===== src/rtl/spi_controller.sv =====
// SPI mode-0 write-only controller: sends {1'b1, addr[6:0], data[7:0]} MSB first.
// Define SPI_CONTROLLER_PENDING_EN to add a one-entry pending request buffer.
module spi_controller #(
    parameter int CLK_DIV = 4
) (
    input  logic       clk,
    input  logic       rst_n,
    input  logic       start,
    input  logic [6:0] addr,
    input  logic [7:0] data,
    output logic       ready,
    output logic       busy,
    output logic       done,
    output logic       sclk,
    output logic       copi,
    output logic       ncs
);

    typedef enum logic [2:0] {
        IDLE,
        SETUP,
        SHIFT,
        HOLD,
        GAP
    } state_t;

    localparam logic [8:0] DIV_LAST = 9'(CLK_DIV - 1);
    localparam logic [8:0] GAP_LAST = 9'(2 * CLK_DIV - 1);
    localparam logic [4:0] BITS     = 5'd16;

    state_t      state_q, state_d;
    logic [8:0]  div_q, div_d;
    logic [4:0]  bit_cnt_q, bit_cnt_d;
    logic        sclk_q, sclk_d;
    logic        copi_q, copi_d;
    logic        ncs_q, ncs_d;
    logic        done_q, done_d;
    logic        accept;

    // Bit 15 of the frame is always the write flag, so only the low 15 bits are stored.
    logic [14:0] frame_q, frame_d;

`ifdef SPI_CONTROLLER_PENDING_EN
    logic        pend_vld_q, pend_vld_d;
    logic [14:0] pend_frame_q, pend_frame_d;

    assign ready = ~pend_vld_q;
`else
    assign ready = (state_q == IDLE);
`endif

    assign busy   = (state_q != IDLE);
    assign accept = start & ready;
    assign sclk   = sclk_q;
    assign copi   = copi_q;
    assign ncs    = ncs_q;
    assign done   = done_q;

    always_comb begin
        state_d   = state_q;
        div_d     = div_q;
        bit_cnt_d = bit_cnt_q;
        frame_d   = frame_q;
        sclk_d    = sclk_q;
        copi_d    = copi_q;
        ncs_d     = ncs_q;
        done_d    = 1'b0;
`ifdef SPI_CONTROLLER_PENDING_EN
        pend_vld_d   = pend_vld_q;
        pend_frame_d = pend_frame_q;
        if (accept && state_q != IDLE) begin
            pend_vld_d   = 1'b1;
            pend_frame_d = {addr, data};
        end
`endif

        case (state_q)
            IDLE: begin
                ncs_d     = 1'b1;
                sclk_d    = 1'b0;
                copi_d    = 1'b0;
                div_d     = '0;
                bit_cnt_d = '0;
                if (accept) begin
                    frame_d = {addr, data};
                    ncs_d   = 1'b0;
                    copi_d  = 1'b1;
                    state_d = SETUP;
                end
            end

            SETUP: begin
                if (div_q == DIV_LAST) begin
                    div_d   = '0;
                    state_d = SHIFT;
                end else begin
                    div_d = div_q + 9'd1;
                end
            end

            SHIFT: begin
                if (div_q == DIV_LAST) begin
                    div_d = '0;
                    if (!sclk_q) begin
                        // The counter guard keeps a frame to at most 16 rising edges.
                        sclk_d = (bit_cnt_q != BITS);
                    end else begin
                        sclk_d    = 1'b0;
                        bit_cnt_d = (bit_cnt_q == BITS) ? BITS : bit_cnt_q + 5'd1;
                        if (bit_cnt_q >= 5'd15) begin
                            state_d = HOLD;
                        end else begin
                            copi_d  = frame_q[14];
                            frame_d = {frame_q[13:0], 1'b0};
                        end
                    end
                end else begin
                    div_d = div_q + 9'd1;
                end
            end

            HOLD: begin
                if (div_q == DIV_LAST) begin
                    div_d   = '0;
                    ncs_d   = 1'b1;
                    state_d = GAP;
                end else begin
                    div_d = div_q + 9'd1;
                end
            end

            GAP: begin
                if (div_q == GAP_LAST) begin
                    div_d   = '0;
                    done_d  = 1'b1;
                    state_d = IDLE;
`ifdef SPI_CONTROLLER_PENDING_EN
                    // Back-to-back frame: ncs has been high for exactly the GAP time.
                    if (pend_vld_q) begin
                        frame_d    = pend_frame_q;
                        pend_vld_d = 1'b0;
                        ncs_d      = 1'b0;
                        copi_d     = 1'b1;
                        bit_cnt_d  = '0;
                        state_d    = SETUP;
                    end
`endif
                end else begin
                    div_d = div_q + 9'd1;
                end
            end

            default: state_d = IDLE;
        endcase
    end

    always_ff @(posedge clk or negedge rst_n) begin
        if (!rst_n) begin
            state_q   <= IDLE;
            div_q     <= '0;
            bit_cnt_q <= '0;
            sclk_q    <= 1'b0;
            copi_q    <= 1'b0;
            ncs_q     <= 1'b1;
            done_q    <= 1'b0;
        end else begin
            state_q   <= state_d;
            div_q     <= div_d;
            bit_cnt_q <= bit_cnt_d;
            sclk_q    <= sclk_d;
            copi_q    <= copi_d;
            ncs_q     <= ncs_d;
            done_q    <= done_d;
        end
    end

`ifdef SPI_CONTROLLER_PENDING_EN
    always_ff @(posedge clk or negedge rst_n) begin
        if (!rst_n) begin
            pend_vld_q <= 1'b0;
        end else begin
            pend_vld_q <= pend_vld_d;
        end
    end

    always_ff @(posedge clk) begin
        pend_frame_q <= pend_frame_d;
    end
`endif

    always_ff @(posedge clk) begin
        frame_q <= frame_d;
    end

endmodule

===== config.mk =====
export PLATFORM = sky130hd
export DESIGN_NAME = spi_controller
export DESIGN_NICKNAME = d
export VERILOG_FILES = /design/src/rtl/spi_controller.sv
export SDC_FILE = /design/constraint.sdc
export NUM_CORES = 1
export LEC_CHECK = 0
export ABC_AREA = 1
export BUFFER_PORTS_ARGS = -buffer_cell sky130_fd_sc_hd__clkbuf_2
export CORE_AREA = 2 2 56 78
export DETAILED_ROUTE_END_ITERATION = 8
export DIE_AREA = 0 0 58 80
export PLACE_DENSITY = 0.79
export SLEW_MARGIN = 20
export SYNTH_ARGS = -nofsm -noshare
export SYNTH_HDL_FRONTEND = slang
export SYNTH_SLANG_ARGS = --single-unit

===== constraint.sdc =====
create_clock -name clk -period 2.5 [get_ports clk]
set_input_delay 0.625 -clock clk [delete_from_list [all_inputs] [get_ports clk]]
set_output_delay 0.625 -clock clk [all_outputs]
set_load 0.01 [all_outputs]

==> impl_results.md <==
- Outcome: completed
- Root Buffer: clkbuf_8
- Post_cts resized: 0
- CP max FO: 15
- Synth cell count leaders: nand2_1 (87), nor2_1 (23), dfrtp_1 (20), inv_1 (20)
- Cell accounting for the most synthesized area: dfrtp_1
- R2r endpoint: frame_q[3]$_DFFE_PP_
- Top-area cell type share of the netlist area: 0.264
- Largest net degree at the start of global routing: 22
- Main flop type after synthesis: dfrtp_1
- Rows: 27
- Worst slew pin tran: 0.530 ns
- DIE HEIGHT: 80 um
- DRT antenna net count: 0
- Setup Buffers After CTS: 0
- Cell depth of the worst flop-to-flop path: 10
- Io pins: 24
- Mapped Cells: 232
- Worst reg2reg startpoint: bit_cnt_q[0]$_DFFE_PN0P_
- Gr ovfl total: 0
- Placed Area: 2060 um^2
- CTS clk-pin slew, worst paths: 0.07 ns
- Setup violators final: 0
- Max_slew headroom: 0.647
- Num Clock Sinks: 36
- Share of layout cells above drive strength 1: 0.195
- Post-route DRC: 0
- WP data required: 2.48 ns
- Post-DR wirelength/cell: 11.3 um
- CP top delay family: simple AND/OR/NAND/NOR gates
- TritonCTS clock tree: done
- Num CTS Buffers: 5
- Initial antenna violation count: 0
- Post-Syn Area per Cell: 8.19 um^2
- Worst VDD drop: 0.000862 V
- Via/cell ratio: 5.04
- Slowest-stage cell, CP: dfrtp_1
- Vias in the first global route: 1,438
- Area delta synth->final: 14.0%
- Setup TNS: 0 ns
- Hold_buf cts: 0
- Clock network latency to the later pin of the worst-skew pair: 0.29 ns
- Total of max-cap violations: 0
- Fillers: 376
- Startpoint types: register
- Post-synth EDFFs: 15
- Leak pwr: 1.07 nW
- Non-filler instance count after layout: 305
- Routability cong.: 0.837
- #FFs+latches synth: 36
- Yosys cell types: 26
- Drt first pass iters: 4
- First-pass GRT wire length: 6.01 mm
- Antenna diode count: 0
- Die extent in x: 58 um
- Cells after DPL: 297
- Reg area: 977 um^2
- Final slew viol count: 0
- PortBufs: 23
- Max Fclk: 0.497 GHz
- Via count: 1,536
- Finished Core Util: 0.553
- Syn nets: 254
- Worst Path Buf+Inv: 1
- FF-to-FF setup slack: 0.49 ns
- Hold crit path type: in -> async
- Layout Skew: 0.00610 ns
- Crit path DAT: 1.99 ns
- PD cells: 1170 nW/um^2
- Nets: 283
- Crit Path Category: reg -> reg
- CP Cell Sequence: ha_1 > nand2_1 > nor2_1 > ha_1 > nor2_1 > nand3_1 > o21ai_2 > nand3_1 > nor2_1 > buf_4
- Slowest stage delay, CP: 0.41 ns
- DIE AREA: 4640 um^2
- Crit path capture type: register
- Most instantiated library cell after synthesis: nand2_1
- Multi-input logic area: 805 um^2
- RSZ-0062 raised after global routing: no
- Top cells by area, synth: dfrtp_1 (26%), edfxtp_1 (24%), nand2_1 (17%), nor2_1 (4.5%), inv_1 (4.0%)
- Cell Area, Synth: 1900 um^2
- Register area share after synthesis: 0.514
- Final worst-path cycle share: 0.805
- CORE AREA: 3920 um^2
- Number of DRC markers in iteration 0: 59
- CTS H-tree depth: 2
- Hold Vio Cnt, Final: 0
- Ys async rst share: 0.583
- CP most frequent cell: nor2_1
- Dpl hpwl: 2.51 mm
- Wirelength, routed: 3.44 mm
- Post-route design area: 2170 um^2
- Gr usage total: 0.172
- Tmin final: 2.01 ns
- Ys Warns: 0
- Max clock buf depth: 2
- Starting density of the core: 0.485
==> cell usage in the layout (no fill, tap or decap), drive strengths merged <==
| master | synthesis | final |
|---|---|---|
| a21boi | 1 | 1 |
| or2 | 1 | 1 |
| o21ai | 9 | 9 |
| edfxtp | 15 | 15 |
| nand4 | 7 | 7 |
| bufinv | 0 | 1 |
| nand3 | 16 | 16 |
| nor2 | 31 | 31 |
| a21oi | 2 | 2 |
| dfstp | 1 | 1 |
| ha | 4 | 4 |
| xor2 | 5 | 5 |
| inv | 25 | 25 |
| buf | 3 | 2 |
| clkinv | 0 | 2 |
| nand2 | 90 | 90 |
| clkbuf | 0 | 28 |
| nor3 | 1 | 1 |
| nand3b | 1 | 1 |
| dfrtp | 20 | 20 |
==> metrics by stage <==
step           hold WS [ns]  power [mW]  worst slack (ns)
2_1_floorplan         0.329        1.80             0.173
5_1_grt               0.342        2.76             0.262
4_1_cts               0.326        2.57             0.472
6_report              0.302        2.54             0.486
3_5_place_dp          0.493        2.07             0.491
3_3_place_gp          0.483        2.03             0.538
==> state kept, by name, indices dropped and copies added (netlist names) <==
signal / count
bit_cnt_q: 5
state_q: 3
sclk: 1
done: 1
ncs: 1
frame_q: 15
div_q: 9
copi: 1
==> where the power goes <==
part	total (mW)	switching, mW	internal [mW]
sequential	1.03	0.119	0.914
clock	0.491	0.201	0.290
combinational	1.02	0.698	0.319
==> layout make-up <==
class	count	area share
inverters	25	0.0433
clock buffers	5	0.0318
well taps	43	0.0248
clock inverters	3	0.0173
multi-input cells	168	0.371
repair buffers	25	0.0601
flip-flops and latches	36	0.451
==> metal layers <==
layer  wire length, um  up-vias  track usage  part of all wire
met3               160        8       0.0292             0.047
met5                 0        -            0                 0
met4                85        0        0.100             0.025
met1              1510      686        0.208              0.44
met2              1680       44        0.285              0.49
li1                  -      798            -                 -
==> worst max-delay path by stage <==
| stage | slack (ns) | depth (start not counted) | endpoint | start |
|---|---|---|---|---|
| after detailed placement | 0.49 | 10 | frame_q[8]$_DFFE_PP_ | bit_cnt_q[0]$_DFFE_PN0P_ |
| after global placement | 0.54 | 10 | frame_q[7]$_DFFE_PP_ | bit_cnt_q[0]$_DFFE_PN0P_ |
| after CTS | 0.47 | 10 | frame_q[3]$_DFFE_PP_ | bit_cnt_q[0]$_DFFE_PN0P_ |
| final | 0.49 | 10 | frame_q[3]$_DFFE_PP_ | bit_cnt_q[0]$_DFFE_PN0P_ |
| after global routing | 0.26 | 10 | frame_q[1]$_DFFE_PP_ | bit_cnt_q[0]$_DFFE_PN0P_ |
| after floorplan | 0.17 | 9 | frame_q[0]$_SDFFCE_PP0P_ | bit_cnt_q[0]$_DFFE_PN0P_ |
==> cells by family (layout without fill, tap and decap cells) <==
kind of cell               count (synthesis)  after routing  synth area share
and+or+nand+nor                          147            147             0.339
xor gates and xnor gates                   5              5            0.0231
DFF                                       36             36             0.514
buffers and inverters                     28             58            0.0619
AOI/OAI and AO/OA                         12             12            0.0349
adders and majority gates                  4              4            0.0264
==> worst register-to-register path, cell delays in order, from the launching register on <==
cell     delay, ns
dfrtp_1       0.41
ha_1          0.22
nand2_1       0.08
nor2_1        0.04
ha_1          0.17
nor2_1        0.09
nand3_1       0.11
o21ai_2       0.15
nand3_1       0.10
nor2_1        0.10
buf_4         0.23
No activity file was read; power rests on OpenSTA's default activity.
